$ cat src/rtl/norm_round_unit_if.sv
// Handshake bundle for the normalise-and-round stage: upstream operand channel plus downstream result channel.
// The master drives operands and result acceptance; the slave is the rounding stage.
interface norm_round_unit_if #(
  parameter int MANT_W = 23,
  parameter int EXP_W  = 8,
  parameter int PROD_W = 2*MANT_W+2
);
  logic                in_valid;
  logic                in_ready;
  logic                in_sign;
  logic [EXP_W+1:0]    in_exp;
  logic [PROD_W-1:0]   in_frac;
  logic                out_valid;
  logic                out_ready;
  logic                out_sign;
  logic [EXP_W-1:0]    out_exp;
  logic [MANT_W-1:0]   out_frac;
  logic                out_overflow;
  logic                out_underflow;
  logic                out_inexact;

  modport master (
    output in_valid, in_sign, in_exp, in_frac, out_ready,
    input  in_ready, out_valid, out_sign, out_exp, out_frac,
           out_overflow, out_underflow, out_inexact
  );

  modport slave (
    input  in_valid, in_sign, in_exp, in_frac, out_ready,
    output in_ready, out_valid, out_sign, out_exp, out_frac,
           out_overflow, out_underflow, out_inexact
  );
endinterface

$ cat src/rtl/norm_round_unit.sv
// Multi-cycle normalise and round-to-nearest-even stage for the FP multiplier datapath.
// One operand in flight at a time; left normalisation walks one bit per cycle.
module norm_round_unit #(
  parameter int MANT_W = 23,
  parameter int EXP_W  = 8,
  parameter int PROD_W = 2*MANT_W+2
) (
  input  logic              clk,
  input  logic              rst,
  norm_round_unit_if.slave  bus
);

  localparam int EW        = EXP_W + 2;
  localparam int GUARD_IDX = PROD_W - 3 - MANT_W;

  localparam logic signed [EW-1:0] EXP_ZERO    = '0;
  localparam logic signed [EW-1:0] EXP_ONE     = EW'(1);
  localparam logic signed [EW-1:0] EXP_POS_MAX = {1'b0, {(EW-1){1'b1}}};
  localparam logic signed [EW-1:0] EXP_ALL1    = EW'((1 << EXP_W) - 1);
  localparam logic [PROD_W-1:0]    LOW_MASK    = (PROD_W'(1) << GUARD_IDX) - PROD_W'(1);

  typedef enum logic [1:0] {
    S_IDLE  = 2'd0,
    S_NORM  = 2'd1,
    S_ROUND = 2'd2,
    S_OUT   = 2'd3
  } state_t;

  state_t                 r_state;
  logic                   r_sign;
  logic signed [EW-1:0]   r_exp;
  logic [PROD_W-1:0]      r_frac;
  logic                   r_sticky;
  logic                   r_zero;

  logic                   r_in_ready;
  logic                   r_out_valid;
  logic                   r_out_sign;
  logic [EXP_W-1:0]       r_out_exp;
  logic [MANT_W-1:0]      r_out_frac;
  logic                   r_out_overflow;
  logic                   r_out_underflow;
  logic                   r_out_inexact;

  logic [MANT_W-1:0]      w_mant;
  logic                   w_guard;
  logic                   w_sticky;
  logic                   w_round_up;
  logic [MANT_W:0]        w_mant_rnd;
  logic signed [EW-1:0]   w_exp_rnd;

  // Exponent increments saturate so the signed internal exponent can never wrap.
  function automatic logic signed [EW-1:0] sat_inc(input logic signed [EW-1:0] e);
    if (e == EXP_POS_MAX)
      return e;
    return e + EXP_ONE;
  endfunction

  always_comb begin
    w_mant     = r_frac[PROD_W-3 -: MANT_W];
    w_guard    = r_frac[GUARD_IDX];
    w_sticky   = (|(r_frac & LOW_MASK)) | r_sticky;
    w_round_up = w_guard & (w_sticky | w_mant[0]);
    w_mant_rnd = {1'b0, w_mant} + (MANT_W+1)'(w_round_up);
    w_exp_rnd  = w_mant_rnd[MANT_W] ? sat_inc(r_exp) : r_exp;
  end

  always_ff @(posedge clk or posedge rst) begin
    if (rst) begin
      r_state         <= S_IDLE;
      r_sign          <= 1'b0;
      r_exp           <= '0;
      r_frac          <= '0;
      r_sticky        <= 1'b0;
      r_zero          <= 1'b0;
      r_in_ready      <= 1'b1;
      r_out_valid     <= 1'b0;
      r_out_sign      <= 1'b0;
      r_out_exp       <= '0;
      r_out_frac      <= '0;
      r_out_overflow  <= 1'b0;
      r_out_underflow <= 1'b0;
      r_out_inexact   <= 1'b0;
    end else begin
      case (r_state)
        S_IDLE: begin
          if (bus.in_valid && r_in_ready) begin
            r_sign     <= bus.in_sign;
            r_exp      <= $signed(bus.in_exp);
            r_frac     <= bus.in_frac;
            r_sticky   <= 1'b0;
            r_zero     <= 1'b0;
            r_in_ready <= 1'b0;
            r_state    <= S_NORM;
          end
        end

        S_NORM: begin
          if (r_frac == '0) begin
            r_zero  <= 1'b1;
            r_state <= S_ROUND;
          end else if (r_frac[PROD_W-1]) begin
            r_frac   <= r_frac >> 1;
            r_sticky <= r_sticky | r_frac[0];
            r_exp    <= sat_inc(r_exp);
            r_state  <= S_ROUND;
          end else if (r_frac[PROD_W-2] || (r_exp <= EXP_ZERO)) begin
            r_state <= S_ROUND;
          end else begin
            // Decrement only happens with exp > 0, so no underflow wrap here.
            r_frac <= r_frac << 1;
            r_exp  <= r_exp - EXP_ONE;
          end
        end

        S_ROUND: begin
          r_out_sign  <= r_sign;
          r_out_valid <= 1'b1;
          r_state     <= S_OUT;
          if (r_zero) begin
            r_out_exp       <= '0;
            r_out_frac      <= '0;
            r_out_overflow  <= 1'b0;
            r_out_underflow <= 1'b0;
            r_out_inexact   <= 1'b0;
          end else if (r_exp <= EXP_ZERO) begin
            r_out_exp       <= '0;
            r_out_frac      <= '0;
            r_out_overflow  <= 1'b0;
            r_out_underflow <= 1'b1;
            r_out_inexact   <= 1'b1;
          end else if (w_exp_rnd >= EXP_ALL1) begin
            r_out_exp       <= '1;
            r_out_frac      <= '0;
            r_out_overflow  <= 1'b1;
            r_out_underflow <= 1'b0;
            r_out_inexact   <= 1'b1;
          end else begin
            // A mantissa carry-out leaves the low MANT_W bits at zero, which is the wanted result.
            r_out_exp       <= w_exp_rnd[EXP_W-1:0];
            r_out_frac      <= w_mant_rnd[MANT_W-1:0];
            r_out_overflow  <= 1'b0;
            r_out_underflow <= 1'b0;
            r_out_inexact   <= w_guard | w_sticky;
          end
        end

        S_OUT: begin
          if (bus.out_ready) begin
            r_out_valid <= 1'b0;
            r_in_ready  <= 1'b1;
            r_state     <= S_IDLE;
          end
        end

        default: begin
          r_state <= S_IDLE;
        end
      endcase
    end
  end

  assign bus.in_ready      = r_in_ready;
  assign bus.out_valid     = r_out_valid;
  assign bus.out_sign      = r_out_sign;
  assign bus.out_exp       = r_out_exp;
  assign bus.out_frac      = r_out_frac;
  assign bus.out_overflow  = r_out_overflow;
  assign bus.out_underflow = r_out_underflow;
  assign bus.out_inexact   = r_out_inexact;

endmodule

$ cat src/flat_wrapper.sv
// flat-port wrapper written by rule: the top's interface ports become plain ports
module norm_round_unit_flat 
#(
  parameter int MANT_W = 23,
  parameter int EXP_W  = 8,
  parameter int PROD_W = 2*MANT_W+2
)
  (clk, rst, bus_in_valid, bus_in_sign, bus_in_exp, bus_in_frac, bus_out_ready, bus_in_ready, bus_out_valid, bus_out_sign, bus_out_exp, bus_out_frac, bus_out_overflow, bus_out_underflow, bus_out_inexact);
  norm_round_unit_if #(.MANT_W(MANT_W), .EXP_W(EXP_W), .PROD_W(PROD_W)) bus_i ();
  input  logic clk;
  input  logic rst;
  input wire logic [$bits(bus_i.in_valid)-1:0] bus_in_valid;
  input wire logic [$bits(bus_i.in_sign)-1:0] bus_in_sign;
  input wire logic [$bits(bus_i.in_exp)-1:0] bus_in_exp;
  input wire logic [$bits(bus_i.in_frac)-1:0] bus_in_frac;
  input wire logic [$bits(bus_i.out_ready)-1:0] bus_out_ready;
  output wire logic [$bits(bus_i.in_ready)-1:0] bus_in_ready;
  output wire logic [$bits(bus_i.out_valid)-1:0] bus_out_valid;
  output wire logic [$bits(bus_i.out_sign)-1:0] bus_out_sign;
  output wire logic [$bits(bus_i.out_exp)-1:0] bus_out_exp;
  output wire logic [$bits(bus_i.out_frac)-1:0] bus_out_frac;
  output wire logic [$bits(bus_i.out_overflow)-1:0] bus_out_overflow;
  output wire logic [$bits(bus_i.out_underflow)-1:0] bus_out_underflow;
  output wire logic [$bits(bus_i.out_inexact)-1:0] bus_out_inexact;
  assign bus_i.in_valid = bus_in_valid;
  assign bus_i.in_sign = bus_in_sign;
  assign bus_i.in_exp = bus_in_exp;
  assign bus_i.in_frac = bus_in_frac;
  assign bus_i.out_ready = bus_out_ready;
  assign bus_in_ready = bus_i.in_ready;
  assign bus_out_valid = bus_i.out_valid;
  assign bus_out_sign = bus_i.out_sign;
  assign bus_out_exp = bus_i.out_exp;
  assign bus_out_frac = bus_i.out_frac;
  assign bus_out_overflow = bus_i.out_overflow;
  assign bus_out_underflow = bus_i.out_underflow;
  assign bus_out_inexact = bus_i.out_inexact;
  norm_round_unit #(.MANT_W(MANT_W), .EXP_W(EXP_W), .PROD_W(PROD_W)) u_core (.clk(clk), .rst(rst), .bus(bus_i));
endmodule
$ cat config.mk
export PLATFORM = sky130hd
export DESIGN_NAME = norm_round_unit_flat
export DESIGN_NICKNAME = d
export VERILOG_FILES = /design/src/rtl/norm_round_unit_if.sv /design/src/rtl/norm_round_unit.sv /design/src/flat_wrapper.sv
export SDC_FILE = /design/constraint.sdc
export NUM_CORES = 1
export LEC_CHECK = 0
export CAP_MARGIN = 15
export CORE_UTILIZATION = 40
export DETAILED_ROUTE_END_ITERATION = 8
export PLACE_DENSITY = 0.71
export SLEW_MARGIN = 20
export SYNTH_ARGS = -nofsm -noshare
export SYNTH_HDL_FRONTEND = slang
export SYNTH_SLANG_ARGS = --single-unit
$ cat constraint.sdc
create_clock -name clk -period 4.1 [get_ports clk]
set_input_delay 0.82 -clock clk [delete_from_list [all_inputs] [get_ports clk]]
set_output_delay 0.82 -clock clk [all_outputs]
set_load 0.05 [all_outputs]
==> results of run 1 <==
synthesized netlist by cell type, types with 3 or more instances:
cell / n
xor2_1: 10
mux2_2: 5
a31oi_1: 9
nand4_1: 21
buf_4: 6
a21oi_1: 157
o22ai_1: 5
nand2_1: 71
ha_1: 8
xnor2_1: 17
nand3_1: 11
nor3_1: 12
and3_1: 8
mux2i_1: 5
and4_1: 9
o21ai_0: 15
a22o_1: 7
inv_1: 24
buf_1: 7
nor4_1: 12
nor2_1: 120
a21o_1: 7
buf_2: 29
or3_1: 15
clkbuf_1: 40
o2bb2ai_1: 16
o21ai_1: 13
dfrtp_1: 99
o211ai_1: 3
o41ai_2: 5
nand2b_1: 10
a311oi_1: 3
o41ai_1: 3
and2_1: 7
cell families after synthesis:
logic type,count (synthesis),synth area share
AOI/OAI and AO/OA,261,0.2411
buffers and inverters,109,0.07248
and+or+nand+nor,312,0.2338
muxes,12,0.01964
xor gates and xnor gates,27,0.03605
DFF,100,0.3817
adders and majority gates,8,0.01526
power groups by stage:
stage	sequential (mW)	clock (mW)	combinational [mW]
2_1_floorplan	2.21	0	2.57
3_3_place_gp	2.10	0	3.57
3_5_place_dp	2.11	0	3.63
4_1_cts	2.09	0.949	3.65
5_1_grt	2.19	0.985	4.03
6_report	2.11	0.928	3.65
placed cells by master (no fill, tap or decap), types with 11 or more instances in the layout:
master,instances
a21oi_1,157
nor2_1,120
clkdlybuf4s50_1,99
dfrtp_1,98
nand2_1,71
inv_1,23
nand4_1,21
xnor2_1,17
o2bb2ai_1,16
o21ai_0,15
or3_1,15
o21ai_1,13
buf_4,13
nor3_1,12
nor4_1,12
nand3_1,11
registers in the layout, summed over array words and instances (netlist names), 2 cells and up:
name / count
u_core.r_frac: 48
u_core.bus.out_exp: 8
u_core.r_exp: 10
u_core.r_state: 2
u_core.bus.out_frac: 23
per-layer routing:
layer,GRT usage,wire [µm]
met5,0,0
met4,0.07456,331
met3,0.03895,1102
met2,0.3191,7872
met1,0.3091,7960
metrics by stage:
step                      std cells  power [mW]  cell area, µm²
after CTS                      1092       6.689            7939
after detailed placement       1076       5.735            7621
after global placement         1076       5.666            7621
final                          1092       6.693            7939
after global routing           1092       7.208            7939
after floorplan                 829       4.780            6560
final timing paths:
check | startpoint | to | cells after the start
min in group asynchronous | rst | u_core.r_frac[9] | 2
setup / recovery | u_core.r_exp[0] | u_core.bus.out_frac[1] | 7
hold / removal | u_core.bus.out_frac[12] | u_core.bus.out_frac[12] | 1
max in group asynchronous | rst | u_core.bus.out_exp[3] | 3
hold reg to reg | u_core.bus.out_frac[12] | u_core.bus.out_frac[12] | 1
setup reg to reg | u_core.r_exp[0] | u_core.bus.out_frac[1] | 7
area by class of cell:
cell class | count | area share
inverters | 26 | 0.01261
repair buffers | 114 | 0.1422
well taps | 216 | 0.03404
multi-input cells | 620 | 0.4556
clock buffers | 11 | 0.02931
flip-flops and latches | 100 | 0.3155
clock inverters | 5 | 0.01072
==> impl_metrics.tcl, run 1 <==
set metrics [dict create \
    outcome "finished, final reports clean" \
    hold_violations 0 \
    clock_latency_ps 350 \
    antenna_cells 0 \
    drc 0 \
    synth_ff_type "dfrtp_1" \
    cts-resized-gates 0 \
    path_cells "ha_1 -> nand2_1 -> or3_1 -> o2111ai_1 -> a21oi_1 -> and4bb_1 -> o32ai_1" \
    routabilityCongestion 0.8599 \
    cts_buffer_depth 2 \
    period_share 0.7620 \
    pre_cts_ws_ps 1028 \
    ys_ff_latch 100 \
    synth_nets 900 \
    synthDistinctLibCells 67 \
    cp_max_fo 25 \
    initial_core_util 0.4115 \
    p_leak_nw 3.125 \
    crit_required_ps 4290 \
    period_minus_slack_ps 3124 \
    tns_ps 0 \
    pwr-share-clk 0.139 \
    crit_family "simple AND/OR/NAND/NOR gates" \
    ant_nets 0 \
    cts_tree "built" \
    io_pins 100 \
    grt_pass1_wl_um 28610 \
    yosys-top-cells-area "dfrtp_1, a21oi_1, nor2_1" \
    p_per_area_mw_per_mm2 843.0 \
    dr.pass1.iters 5 \
    clkTransAtPathRegs_ps 70 \
    swShare 0.4928 \
    rows 46 \
    cp.arrival_ps 3320 \
    cp-start-kind "register" \
    hpwl_um 11730 \
    cp_num_buf_inv 0 \
    clk_root_buffer_cell "clkbuf_16" \
    max_freq_mhz 320.1 \
    r2r_slack_ps 980 \
    finalSetupViolations 0 \
    maxSlewHeadroom 0.3420 \
    end_kind "register" \
    finalNetCount 942 \
    htreeDepth 3 \
    pwr-share-comb 0.546 \
    synth_area_leader_cell "dfrtp_1" \
    hp-class "reg2reg" \
    nFillCells 1525 \
    synthCells 829 \
    multi_input_area_mm2 0.003617 \
    crit_slowest_cell "and4bb_1" \
    path_class "reg2reg" \
    p_seq_frac 0.315 \
    grt_max_degree 96 \
    track_usage 0.2140 \
    drt_iter0_drc 461 \
    ctsHoldBuffers 0 \
    avgSynthCellArea_um2 7.913 \
    die_w_um 130.1 \
    p_sw_mw 3.298 \
    coreArea_mm2 0.01594 \
    holdWs_ps 485.8 \
    grt_antenna_before_repair 0 \
    die_h_um 130.1 \
    syn_area_mm2 0.006560 \
    fin_ws_ps 976.0 \
    final_util 0.4980 \
    synth-edff-count 0 \
    synthArstFlopShare 1.000 \
    cap_violations 0 \
    regArea_mm2 0.002505 \
    wl_per_cell_um 15.81 \
    rsz0062_at_grt "no" \
    synth_top_area_share 0.3776 \
    viasPerCell 5.648 \
    yosysSeqAreaShare 0.3817 \
    syn_to_final_growth_pct 21.02 \
    skew_ps 7.482 \
    intPower_mw 3.395 \
    layout-drive-gt1-share 0.06279 \
    slew_violations 0 \
    wl_um 17270 \
    grt-ovfl-total 0 \
    vdd_drop_max_mv 0.4284 \
    ys_warn_count 0 \
    critPathMaxStageDelay_ps 930 \
    cts_sinks 100 \
    numCtsBuffers 9 \
    die-area_mm2 0.01692 \
    dr_total_vias 6168 \
    worst_pin_slew_ps 987.0 \
    post-cts-setup-buffers 0 \
    grt_pass1_vias 5508 \
    portBuffers 99 \
]
No activity file was read; power rests on OpenSTA's default activity.
==> inputs of run 2 (changes only) <==
--- a/config.mk
+++ b/config.mk
@@ -8,7 +8,7 @@
 export CAP_MARGIN = 15
 export CORE_UTILIZATION = 40
 export DETAILED_ROUTE_END_ITERATION = 8
-export PLACE_DENSITY = 0.71
+export PLACE_DENSITY = 0.73
 export SLEW_MARGIN = 20
 export SYNTH_ARGS = -nofsm -noshare
 export SYNTH_HDL_FRONTEND = slang
==> constraint.sdc (replaced) <==
create_clock -name clk -period 2.7 [get_ports clk]
set_input_delay 0.54 -clock clk [delete_from_list [all_inputs] [get_ports clk]]
set_output_delay 0.54 -clock clk [all_outputs]
set_load 0.05 [all_outputs]
==> impl_metrics.tcl, run 2 (synthesis gave the netlist of run 1 again) <==
set metrics [dict create \
    cts_tree "built" \
    cp-start-kind "register" \
    largest_reg_flops 48 \
    clk_root_buffer_cell "clkbuf_16" \
    drc 0 \
    io_pins 100 \
    cap_violations 0 \
    cts_buffer_depth 2 \
    grt_pass1_vias 5720 \
    grt_pass1_wl_um 28770 \
    holdWs_ps 488.9 \
    dr_total_vias 6267 \
    final_common_cell "a21oi_1" \
    cts-resized-gates 0 \
    viasPerCell 5.522 \
    worst_pin_slew_ps 794.3 \
    cp_num_buf_inv 1 \
    clkTransAtPathRegs_ps 70 \
    crit_family "simple AND/OR/NAND/NOR gates" \
    critPathMaxStageDelay_ps 430 \
    grt_max_degree 100 \
    path_class "reg2reg" \
    clock_latency_ps 360 \
    max_freq_mhz 399.0 \
    cp.arrival_ps 2740 \
    maxSlewHeadroom 0.4705 \
    die-area_mm2 0.01692 \
    initial_core_util 0.4115 \
    rsz0062_at_grt "no" \
    p_leak_nw 3.338 \
    cts_sinks 100 \
    post-cts-setup-buffers 0 \
    die_w_um 130.1 \
    track_usage 0.2156 \
    outcome "finished, final reports clean" \
    rows 46 \
    cp_max_fo 25 \
    tns_ps 0 \
    skew_ps 10.65 \
    numCtsBuffers 9 \
    regMostFlops "u_core.r_frac" \
    slew_violations 0 \
    r2r_start "u_core.r_exp[1]" \
    vdd_drop_max_mv 0.6222 \
    htreeDepth 3 \
    die_h_um 130.1 \
    end_kind "register" \
    antenna_cells 0 \
    routabilityCongestion 0.8972 \
    hp-class "reg2reg" \
    ant_nets 0 \
    dr.pass1.iters 5 \
    layout-drive-gt1-share 0.1077 \
    hpwl_um 12330 \
    period_minus_slack_ps 2506 \
    ctsHoldBuffers 0 \
    hold_violations 0 \
    total_power_mw 10.51 \
    drt_iter0_drc 450 \
    cp-startpoint "u_core.r_exp[1]" \
    p_per_area_mw_per_mm2 1269 \
    syn_to_final_growth_pct 26.28 \
    layout_common_cells "a21oi_1, nor2_1, clkdlybuf4s50_1, dfrtp_1, nand2_1" \
    min_from "u_core.bus.out_frac[8]" \
    crit_slowest_cell "dfrtp_1" \
    period_share 0.9283 \
    grt-ovfl-total 0 \
    coreArea_mm2 0.01594 \
    crit_required_ps 2940 \
    wl_per_cell_um 15.52 \
    final_util 0.5196 \
    finalSetupViolations 0 \
    grt_antenna_before_repair 0 \
    portBuffers 99 \
    wl_um 17610 \
    finalNetCount 986 \
    path_cells "ha_1 -> nand2_1 -> or3_1 -> o2111a_1 -> a21oi_1 -> and4bb_1 -> buf_12 -> o41ai_1" \
]
-- run 2: cell types whose count changed in the layout (fill, tap and decap cells not counted), sizes merged --
cell      previous run  this run
buf                 15        59
clkbuf              11        10
inv                 27        25
clkinvlp             1         2
clkinv               1         2
-- run 2: final cells by class --
type                       count  area [µm²]
clock buffer                  10       229.0
multi-input combinational    620        3617
timing repair buffer         158        1484
clock inverter                 5       77.57
tap                          216       270.3
inverter                      26       101.3
sequential                   100        2505
fill                        1528        7659
-- run 2: per-layer routing --
metal	part of all wire	up-vias	global-route usage	routed length, µm
li1	-	3114	-	-
met1	0.46	2904	0.3020	8150
met2	0.45	226	0.3329	7938
met3	0.070	23	0.04797	1227
met4	0.017	0	0.06156	295
met5	0	-	0	0
-- run 2: metrics by stage --
| stage | setup slack (ps) | area [µm²] | cells |
|---|---|---|---|
| final | 193.7 | 8284 | 1135 |
| after global routing | 49.82 | 8284 | 1135 |
| after CTS | 206.9 | 8284 | 1135 |
| after detailed placement | 109.4 | 7978 | 1120 |
| after global placement | 150.8 | 7978 | 1120 |
| after floorplan | 196.9 | 6564 | 829 |
-- run 2: worst reg2reg max path, delay by kind of cell (launching register included) --
family,cells,cell delay (ps)
AOI/OAI and AO/OA,3,630
adders and majority gates,1,310
buffers and inverters,1,170
DFF,1,430
and+or+nand+nor,3,840
-- run 2: final timing paths --
kind | slack [ps] | depth (start not counted) | to
max | 190 | 8 | u_core.bus.out_frac[0]
max reg2reg | 190 | 8 | u_core.bus.out_frac[0]
min in group asynchronous | 600 | 2 | u_core.r_frac[47]
min | 490 | 1 | u_core.bus.out_frac[8]
min reg2reg | 490 | 1 | u_core.bus.out_frac[8]
max in group asynchronous | 1490 | 3 | u_core.bus.out_frac[9]
-- run 2: report_power, final --
part	switching [mW]	total, mW	leakage (nW)	internal, mW
sequential	0.609	2.83	1.18	2.22
clock	0.576	1.38	0.148	0.804
combinational	3.87	6.30	2.01	2.44
